<file path="src/rtl/led_pkg.sv">
// rtl/led_pkg.sv - shared types, constants and helpers for the LED mode controller
package led_pkg;

    localparam int LED_W_DEFAULT = 4;

    typedef enum logic [1:0] {
        IDLE  = 2'd0,
        COUNT = 2'd1,
        SHIFT = 2'd2,
        BLINK = 2'd3
    } mode_t;

    localparam logic [LED_W_DEFAULT-1:0] ENTRY_IDLE  = 4'b0000;
    localparam logic [LED_W_DEFAULT-1:0] ENTRY_COUNT = 4'b0000;
    localparam logic [LED_W_DEFAULT-1:0] ENTRY_SHIFT = 4'b0001;
    localparam logic [LED_W_DEFAULT-1:0] ENTRY_BLINK = 4'b0000;

    // Pattern loaded into the LED register when a mode is entered
    function automatic logic [LED_W_DEFAULT-1:0] entry_led(input mode_t m);
        case (m)
            COUNT:   entry_led = ENTRY_COUNT;
            SHIFT:   entry_led = ENTRY_SHIFT;
            BLINK:   entry_led = ENTRY_BLINK;
            default: entry_led = ENTRY_IDLE;
        endcase
    endfunction

    // Mode sequence on each advance press: IDLE -> COUNT -> SHIFT -> BLINK -> IDLE
    function automatic mode_t next_mode(input mode_t m);
        case (m)
            IDLE:    next_mode = COUNT;
            COUNT:   next_mode = SHIFT;
            SHIFT:   next_mode = BLINK;
            default: next_mode = IDLE;
        endcase
    endfunction

endpackage

</file>
<file path="src/rtl/btn_debounce.sv">
// rtl/btn_debounce.sv - button synchroniser, debouncer and press-edge pulse
module btn_debounce #(
    parameter int DEB_CYCLES = 100000
) (
    input  logic clk,
    input  logic nrst,
    input  logic raw,
    output logic stable,
    output logic press
);

    localparam int CW = (DEB_CYCLES > 1) ? $clog2(DEB_CYCLES) : 1;
    localparam logic [CW-1:0] CNT_LAST = CW'(DEB_CYCLES - 1);

    logic          r_sync1;
    logic          r_sync2;
    logic          r_stable;
    logic          r_press;
    logic          r_armed;
    logic [1:0]    r_vld;
    logic [CW-1:0] r_cnt;

    // Two-flop synchroniser for the asynchronous raw button
    always_ff @(posedge clk) begin
        if (!nrst) begin
            r_sync1 <= 1'b1;
            r_sync2 <= 1'b1;
        end else begin
            r_sync1 <= raw;
            r_sync2 <= r_sync1;
        end
    end

    // Arm press detection only once the button has been seen released after
    // reset, so a button held through reset cannot fire a press.
    // r_vld marks when r_sync2 carries a real sample instead of its reset value.
    always_ff @(posedge clk) begin
        if (!nrst) begin
            r_vld   <= 2'b00;
            r_armed <= 1'b0;
        end else begin
            r_vld   <= {r_vld[0], 1'b1};
            r_armed <= r_armed | (r_vld[1] & r_sync2);
        end
    end

    // Accept a new level after DEB_CYCLES consecutive differing samples; pulse on 1->0
    always_ff @(posedge clk) begin
        if (!nrst) begin
            r_cnt    <= '0;
            r_stable <= 1'b1;
            r_press  <= 1'b0;
        end else begin
            r_press <= 1'b0;
            if (r_sync2 == r_stable) begin
                r_cnt <= '0;
            end else if (r_cnt == CNT_LAST) begin
                r_stable <= r_sync2;
                r_cnt    <= '0;
                r_press  <= ~r_sync2 & r_armed;
            end else begin
                r_cnt <= r_cnt + CW'(1);
            end
        end
    end

    assign stable = r_stable;
    assign press  = r_press;

endmodule

</file>
<file path="src/rtl/led_mode_ctrl.sv">
// rtl/led_mode_ctrl.sv - button-driven LED mode sequencer with prescaled update tick
module led_mode_ctrl
    import led_pkg::*;
#(
    parameter int TICK_DIV   = 10000000,
    parameter int DEB_CYCLES = 100000,
    parameter int LED_W      = LED_W_DEFAULT
) (
    input  logic             clk,
    input  logic             nrst,
    input  logic             but1,
    input  logic             but2,
    output logic [LED_W-1:0] led,
    output logic [1:0]       mode,
    output logic             running,
    output logic             tick
);

    localparam int PW = (TICK_DIV > 1) ? $clog2(TICK_DIV) : 1;
    localparam logic [PW-1:0] PRESC_LAST = PW'(TICK_DIV - 1);

    logic             w_press1;
    logic             w_press2;
    logic             w_unused_stable1;
    logic             w_unused_stable2;

    mode_t            r_mode;
    mode_t            w_mode_nxt;
    logic [LED_W-1:0] r_led;
    logic [LED_W-1:0] w_led_nxt;
    logic [PW-1:0]    r_presc;
    logic [PW-1:0]    w_presc_nxt;
    logic             r_running;
    logic             w_running_nxt;
    logic             r_tick;
    logic             w_tick_nxt;
    logic             w_advance;

    btn_debounce #(.DEB_CYCLES(DEB_CYCLES)) u_deb1 (
        .clk    (clk),
        .nrst   (nrst),
        .raw    (but1),
        .stable (w_unused_stable1),
        .press  (w_press1)
    );

    btn_debounce #(.DEB_CYCLES(DEB_CYCLES)) u_deb2 (
        .clk    (clk),
        .nrst   (nrst),
        .raw    (but2),
        .stable (w_unused_stable2),
        .press  (w_press2)
    );

    // State register: mode, LED pattern, prescaler, run flag and tick pulse
    always_ff @(posedge clk) begin
        if (!nrst) begin
            r_mode    <= IDLE;
            r_led     <= '0;
            r_presc   <= '0;
            r_running <= 1'b1;
            r_tick    <= 1'b0;
        end else begin
            r_mode    <= w_mode_nxt;
            r_led     <= w_led_nxt;
            r_presc   <= w_presc_nxt;
            r_running <= w_running_nxt;
            r_tick    <= w_tick_nxt;
        end
    end

    // Next state: a mode press overrides both pause/resume and any tick due this cycle
    always_comb begin
        w_mode_nxt    = r_mode;
        w_led_nxt     = r_led;
        w_presc_nxt   = r_presc;
        w_running_nxt = r_running;
        w_tick_nxt    = 1'b0;
        w_advance     = r_running && (r_mode != IDLE);

        if (w_press1) begin
            w_mode_nxt    = next_mode(r_mode);
            w_led_nxt     = LED_W'(entry_led(w_mode_nxt));
            w_presc_nxt   = '0;
            w_running_nxt = 1'b1;
        end else begin
            if (w_press2 && (r_mode != IDLE)) begin
                w_running_nxt = ~r_running;
            end
            if (w_advance) begin
                if (r_presc == PRESC_LAST) begin
                    w_presc_nxt = '0;
                    w_tick_nxt  = 1'b1;
                    case (r_mode)
                        COUNT:   w_led_nxt = r_led + LED_W'(1);
                        SHIFT:   w_led_nxt = {r_led[LED_W-2:0], r_led[LED_W-1]};
                        BLINK:   w_led_nxt = ~r_led;
                        default: w_led_nxt = r_led;
                    endcase
                end else begin
                    w_presc_nxt = r_presc + PW'(1);
                end
            end
        end
    end

    assign led     = r_led;
    assign mode    = r_mode;
    assign running = r_running;
    assign tick    = r_tick;

endmodule
</file>
<file path="config.mk">
export PLATFORM = sky130hd
export DESIGN_NAME = led_mode_ctrl
export DESIGN_NICKNAME = d
export VERILOG_FILES = /design/src/rtl/led_pkg.sv /design/src/rtl/btn_debounce.sv /design/src/rtl/led_mode_ctrl.sv
export SDC_FILE = /design/constraint.sdc
export NUM_CORES = 1
export LEC_CHECK = 0
export ABC_AREA = 1
export CAP_MARGIN = 20
export CORE_ASPECT_RATIO = 1.25
export CORE_MARGIN = 8
export CORE_UTILIZATION = 59
export DETAILED_ROUTE_END_ITERATION = 16
export PLACE_DENSITY = 0.77
export SLEW_MARGIN = 20
export SYNTH_ARGS = -nofsm -noshare
export SYNTH_HDL_FRONTEND = slang
export SYNTH_SLANG_ARGS = --single-unit
export TNS_END_PERCENT = 5
</file>
<file path="constraint.sdc">
create_clock -name clk -period 2.8 [get_ports clk]
set_input_delay 0.42 -clock clk [delete_from_list [all_inputs] [get_ports clk]]
set_output_delay 0.42 -clock clk [all_outputs]
set_load 0.01 [all_outputs]
</file>
* Word level (Yosys, flattened, before mapping)
Cells that the tools add are included.
** Operators by class
- Multiplexer cells :: 11
- Bitwise logic cells :: 16
- Reductions and logical operators :: 16
- $mul :: 0
- Equal/unequal tests :: 9
- Divide/modulo/power cells :: 0
- Shifts and indexed selects :: 0
- $add $sub $neg :: 4
- Magnitude comparators :: 0
** Operator list (number)
- 17-bit by 1-bit adder with 17-bit output (second input constant) :: 2
- 17-bit == test (second input constant) :: 2
- 24-bit by 1-bit adder with 24-bit output (second input constant) :: 1
- 24-bit == test (second input constant) :: 1
- 24-bit two-way mux :: 1
- 3-bit OR reduction :: 5
- 4-bit two-way mux :: 3
- 4-bit case mux with 3 select lines :: 1
- 1-bit NOT :: 9
- 2-bit == test (second input constant) :: 3
- 2-bit case mux with 3 select lines :: 1
- 2-bit nonzero test :: 3
- 4-bit by 1-bit adder with 4-bit output (second input constant) :: 1
- 1-bit bitwise AND :: 4
- 1-bit two-way mux :: 4
- 4-bit NOT :: 1
- 2-bit AND reduction :: 2
- 4-bit nonzero test :: 1
- 3-bit AND reduction :: 1
- 1-bit == test :: 2
- 2-bit by 1-bit == test with 1-bit output (second input constant) :: 1
- 1-bit logical AND :: 2
- 2-bit zero test :: 1
- 2-bit two-way mux :: 1
- other kinds (2) :: 3
** Storage, ports and cells
- Input bits :: 4
- Bits in read-only memories :: 0
- Memories :: 0
- Register bits :: 80
- Output and inout bits :: 8
- Bits in latches :: 0
- Memory bits (writable) :: 0

* Longest topological paths before layout
- Word-level depth :: 6
- Depth in mapped cells :: 11
- Depth with buffers taken out :: 11

* Modules after synthesis
A second synthesis with hierarchy kept.
** Second synthesis, totals
- Cell total of the unflattened synthesis :: 581
- Area, all modules :: 4119.0 sq um
** Modules (own cells, without submodules)
- btn_debounce :: area an instance 1101.1 sq um, cells each 143, instances 2
- led_mode_ctrl :: area an instance 1916.8 sq um, cells each 295, instances 1

* Worst setup path before layout
Ideal clock, no wire load.
- Path kind :: reg-to-reg
- Start point :: register r_mode[0] (netlist: mode[0])
- End point :: register r_presc[10]
- Path slack :: 1.056 ns
- Arrival :: 1.627 ns
- Required time :: 2.684 ns
- Path buffers :: 1
- Library setup time :: 0.116 ns
- Cell stages (with the launch flop) :: 12
- Path through :: dfxtp_1 inv_1 ha_1 nor2_4 nand2_1 nor2_1 nand2_1 nor2_4 nor2_4 buf_6 nand2_1 nor2_1
** On the way
- Cells in the longest elaborated chain, start to end :: 2
** Ends and longest elaborated chain
- start: declaration :: RTL line led_mode_ctrl.sv:27 : mode_t r_mode;
- start signal: assignment :: RTL line led_mode_ctrl.sv:64 : r_mode <= w_mode_nxt;
- 2-bit nonzero test :: RTL line led_mode_ctrl.sv:79 : w_advance = r_running && (r_mode != IDLE);
- 1-bit logical AND :: RTL line led_mode_ctrl.sv:79
- end signal: assignment :: RTL line led_mode_ctrl.sv:66 : r_presc <= w_presc_nxt;
- end: declaration :: RTL line led_mode_ctrl.sv:31 : logic [PW-1:0] r_presc;
No other way between the ends.
A chain may end at the register's enable or synchronous reset.

* Worst setup path in the final report
- Start point :: register r_mode[0] (netlist: mode[0])
- End point :: register r_presc[9]
The elaborated chain is that of the path after synthesis.

==> impl_results.rst <==
.. list-table::
   :header-rows: 1

   * - Metric
     - Value
   * - Result of the run
     - finished clean
   * - Endpoints failing hold
     - 0
   * - GR peak layer
     - met2
   * - Buffer levels on the longest clock path
     - 2
   * - Vertical extent of the die
     - 105.9 um
   * - Switching component of the power
     - around 0.45 mW
   * - Largest fanout of any net on the critical path
     - 15
   * - Met1 Track Usage GR
     - just under 20%
   * - Arithmetic-cell share of the synthesized area counting full adders, half adders and majority gates
     - 2.951%
   * - Overall via count from detail_route
     - roughly 3400
   * - Number of nets in the finished design
     - approximately 580
   * - Internal power component
     - roughly 1.5 mW
   * - Worst R2R Path Depth
     - 10
   * - Required time at the endpoint of the critical path
     - ~3.0 ns
   * - Area fraction in compound gates after synthesis
     - 5.902%
   * - Hold-fix buffer count after cts
     - 0
   * - Residual DRC
     - 0
   * - Post-CTS setup buffer count
     - 0
   * - Synthesis-stage register bit count
     - 78
   * - Combinational family with the most area after synthesis
     - simple AND/OR/NAND/NOR gates
   * - Clock Skew
     - between 0.007 and 0.008 ns
   * - Number of max-slew violations in the final report
     - 0
   * - Area of the die
     - 9314 sq um
   * - Wirelength per Cell
     - approximately 11 um
   * - Dominant register cell in the synthesized netlist
     - dfxtp_1
   * - Top post-synthesis cells by area
     - dfxtp_1, nor2_1, nand2_1
   * - Final Core Density
     - 67.66%
   * - Maximum number of pins on one net before global-route repair
     - 18
   * - Total power divided by cell area
     - between 400 and 500 nW/um^2
   * - Final antenna diode count
     - 0
   * - Top achievable clock speed
     - roughly 500 MHz
   * - CP Data Arrival Time
     - between 2 and 2.5 ns
   * - Routing usage on met3
     - about 3.5%
   * - Kind of end point of the critical path
     - flip-flop
   * - List of most frequent post-synthesis cells
     - nor2_1, nand2_1, dfxtp_1
   * - Share of the clock period used by the worst path after layout
     - a little over two thirds
   * - Share of the synthesized area in the top cell type
     - roughly two fifths
   * - CTS HTree Levels
     - 3
   * - Detailed placement HPWL
     - 5.575 mm
   * - Number of enable flip-flop cells after synthesis
     - 0
   * - Ratio of cells with drive above 1 in the final layout
     - 6.655%
   * - Synth-to-layout area growth
     - 10.03%
   * - Sequential element share of the synthesized area
     - between 40% and 50%
   * - Starting DRT DRC Count
     - between 150 and 200
   * - Crit path launch type
     - flip-flop
   * - Simple logic cell fraction of the synthesized area
     - between 30% and 40%
   * - Count of input and output buffers
     - 11
   * - Final-layout worst hold slack
     - 0.4212 ns
   * - Clk pin slew, worst setup/hold paths
     - about 0.080 ns
   * - Setup repair after global routing missed its margin
     - false
   * - Sum of negative setup slack
     - 0 ns
   * - 1st-pass router iterations
     - 4
   * - Number of cells after detailed placement
     - 640
   * - Final Routed Wirelength
     - between 7 and 8 mm
   * - Cell with the most instances after synthesis
     - nor2_1
   * - Top cell type by total area after synthesis
     - dfxtp_1
   * - Fill cell count
     - between 500 and 600
   * - Worst-case headroom to the max-slew limit
     - 76.42%
   * - Gp weighted congestion
     - approximately 0.91
   * - Effective utilization at floorplan
     - approximately three fifths
   * - GRT overflow
     - 0
   * - Xor and xnor fraction of the mapped netlist area
     - under 10%
   * - Async set-or-reset flop fraction in the synthesized netlist
     - 0%
   * - Number of global-route vias before repair
     - 3196
   * - Critical path class
     - flip-flop to flip-flop
   * - Fraction of met2 tracks used by global routing
     - 30.03%
   * - Hold Crit Class
     - flip-flop to flip-flop
   * - Average cell area after synthesis
     - roughly 6.9 sq um
   * - Switching Share
     - 22.49%
   * - Vias per cell
     - 5.206
   * - Total of warnings raised by yosys
     - 0
   * - Max-capacitance violation count
     - 0
   * - Total leakage power
     - 1.508 nW
   * - TritonCTS clock tree
     - yes
   * - Clock buffer count from CTS
     - 9
   * - Worst IR Drop VDD
     - between 0.3 and 0.4 mV
   * - Post-cts sizing count
     - 0
   * - Post-route non-filler standard cell count
     - between 600 and 700
   * - Worst-skew pair later-pin latency
     - 0.34 ns
   * - Flop pwr share
     - 56.0%
   * - Slew at the pin with the worst max-slew slack
     - 0.3528 ns
   * - Die X
     - slightly below 90 um
   * - Power share of the combinational group
     - under 10%
   * - Min Clock Period, post-route
     - around 1.9 ns
   * - Hold path depth
     - 2
   * - Reg-to-reg setup timing slack
     - 0.85 ns
   * - Synthesized netlist net count
     - 563
   * - Relative contribution of the clock network to total power
     - 42.2%
   * - Initial antenna violation count
     - 0
   * - Summed instance area of the synthesized netlist
     - 3816 sq um
   * - Placeable Area
     - 6206 sq um
   * - CTS sink count
     - 78
   * - Master cell of the clock root buffer
     - clkbuf_8
   * - Row Count
     - 32
   * - Number of nets with antenna violations after detailed routing
     - 0
   * - Count of mapped cells out of synthesis
     - 550
   * - Count of distinct cell types in the synthesized netlist
     - 33
   * - Final setup violating endpoints
     - 0
   * - Overall track demand over capacity in global routing
     - 17.37%
   * - Wire length of the first global-routing pass
     - ~13 mm
   * - Fraction of synthesized area in multiplexers
     - 0%
   * - Boundary pin count
     - 12
[worst max-delay path, cell delays in order (launching register included)]
cell and delay [ns]:
dfxtp_1 0.43, inv_1 0.10, ha_1 0.25, nor2_4 0.22, nand2_1 0.07, nor2_1 0.10
nand2_1 0.10, nor2_4 0.22, nor2_4 0.13, inv_1 0.15, nor2_1 0.07
[per-stage QoR]
stage	power [mW]	cell area [sq um]	worst slack, ns
floorplan	1.171	3816	1.057
global placement	1.179	4001	0.7254
detailed placement	1.181	4001	0.6282
CTS	2.020	4199	0.8461
global route	2.075	4199	0.6543
finish	1.996	4199	0.8548
[sequential cells by signal, indices dropped and copies added, names as in the netlist, 2 cells and up]
register and flops:
mode 2, u_deb2.r_vld 2, r_presc 24, u_deb1.r_cnt 17
led 4, u_deb2.r_cnt 17
[logic make-up after synthesis]
| group | Yosys count |
|---|---|
| compound gates | 43 |
| buf+inv | 71 |
| flops | 78 |
| xor+xnor | 22 |
| simple gates | 327 |
| fa+ha+maj | 9 |
[power groups by stage]
stage               Combinational (mW)  Clock (mW)  Sequential [mW]
finish                          0.0354       0.842             1.12
global route                    0.0393       0.915             1.12
CTS                             0.0362       0.865             1.12
detailed placement              0.0358           0             1.15
global placement                0.0346           0             1.14
floorplan                       0.0268           0             1.14
[routing by layer]
| metal | wire length (um) | up-vias |
|---|---|---|
| li1 | - | 1780 |
| met1 | 3300 | 1556 |
| met2 | 3776 | 63 |
| met3 | 265 | 16 |
| met4 | 132 | 0 |
| met5 | 0 | - |
[area by class of cell]
class	count	area [sq um]	area share, %
clock buffers	10	127.6	3.039
repair buffers	12	117.6	2.801
well taps	85	106.4	2.533
inverters	64	240.2	5.721
multi-input cells	401	1976	47.05
flip-flops and latches	78	1562	37.19
clock inverters	6	70.07	1.669
[worst paths after layout]
check                     startpoint                         end
max reg2reg     mode[0]$_SDFFE_PN0P_     r_presc[9]$_SDFFE_PP0P_
max             mode[0]$_SDFFE_PN0P_     r_presc[9]$_SDFFE_PP0P_
min reg2reg  u_deb2.r_vld[0]$_DFF_P_  u_deb2.r_vld[1]$_SDFF_PN0_
min          u_deb2.r_vld[0]$_DFF_P_  u_deb2.r_vld[1]$_SDFF_PN0_
[cells in the final DEF, fill, tap and decap left out, drive strengths merged, types with 2 or more instances in the layout]
cell,Yosys,routed
nor2,123,123
nand2,106,106
dfxtp,78,78
inv,64,65
nand3,50,50
a21oi,23,23
nor3,22,22
o21ai,15,15
xor2,15,15
nand4,11,11
clkdlybuf4s50,0,11
clkbuf,2,10
ha,9,9
or2,9,9
xnor2,7,7
clkinv,0,4
nor3b,2,2
Note: power is estimated with default switching activity, not from simulation.
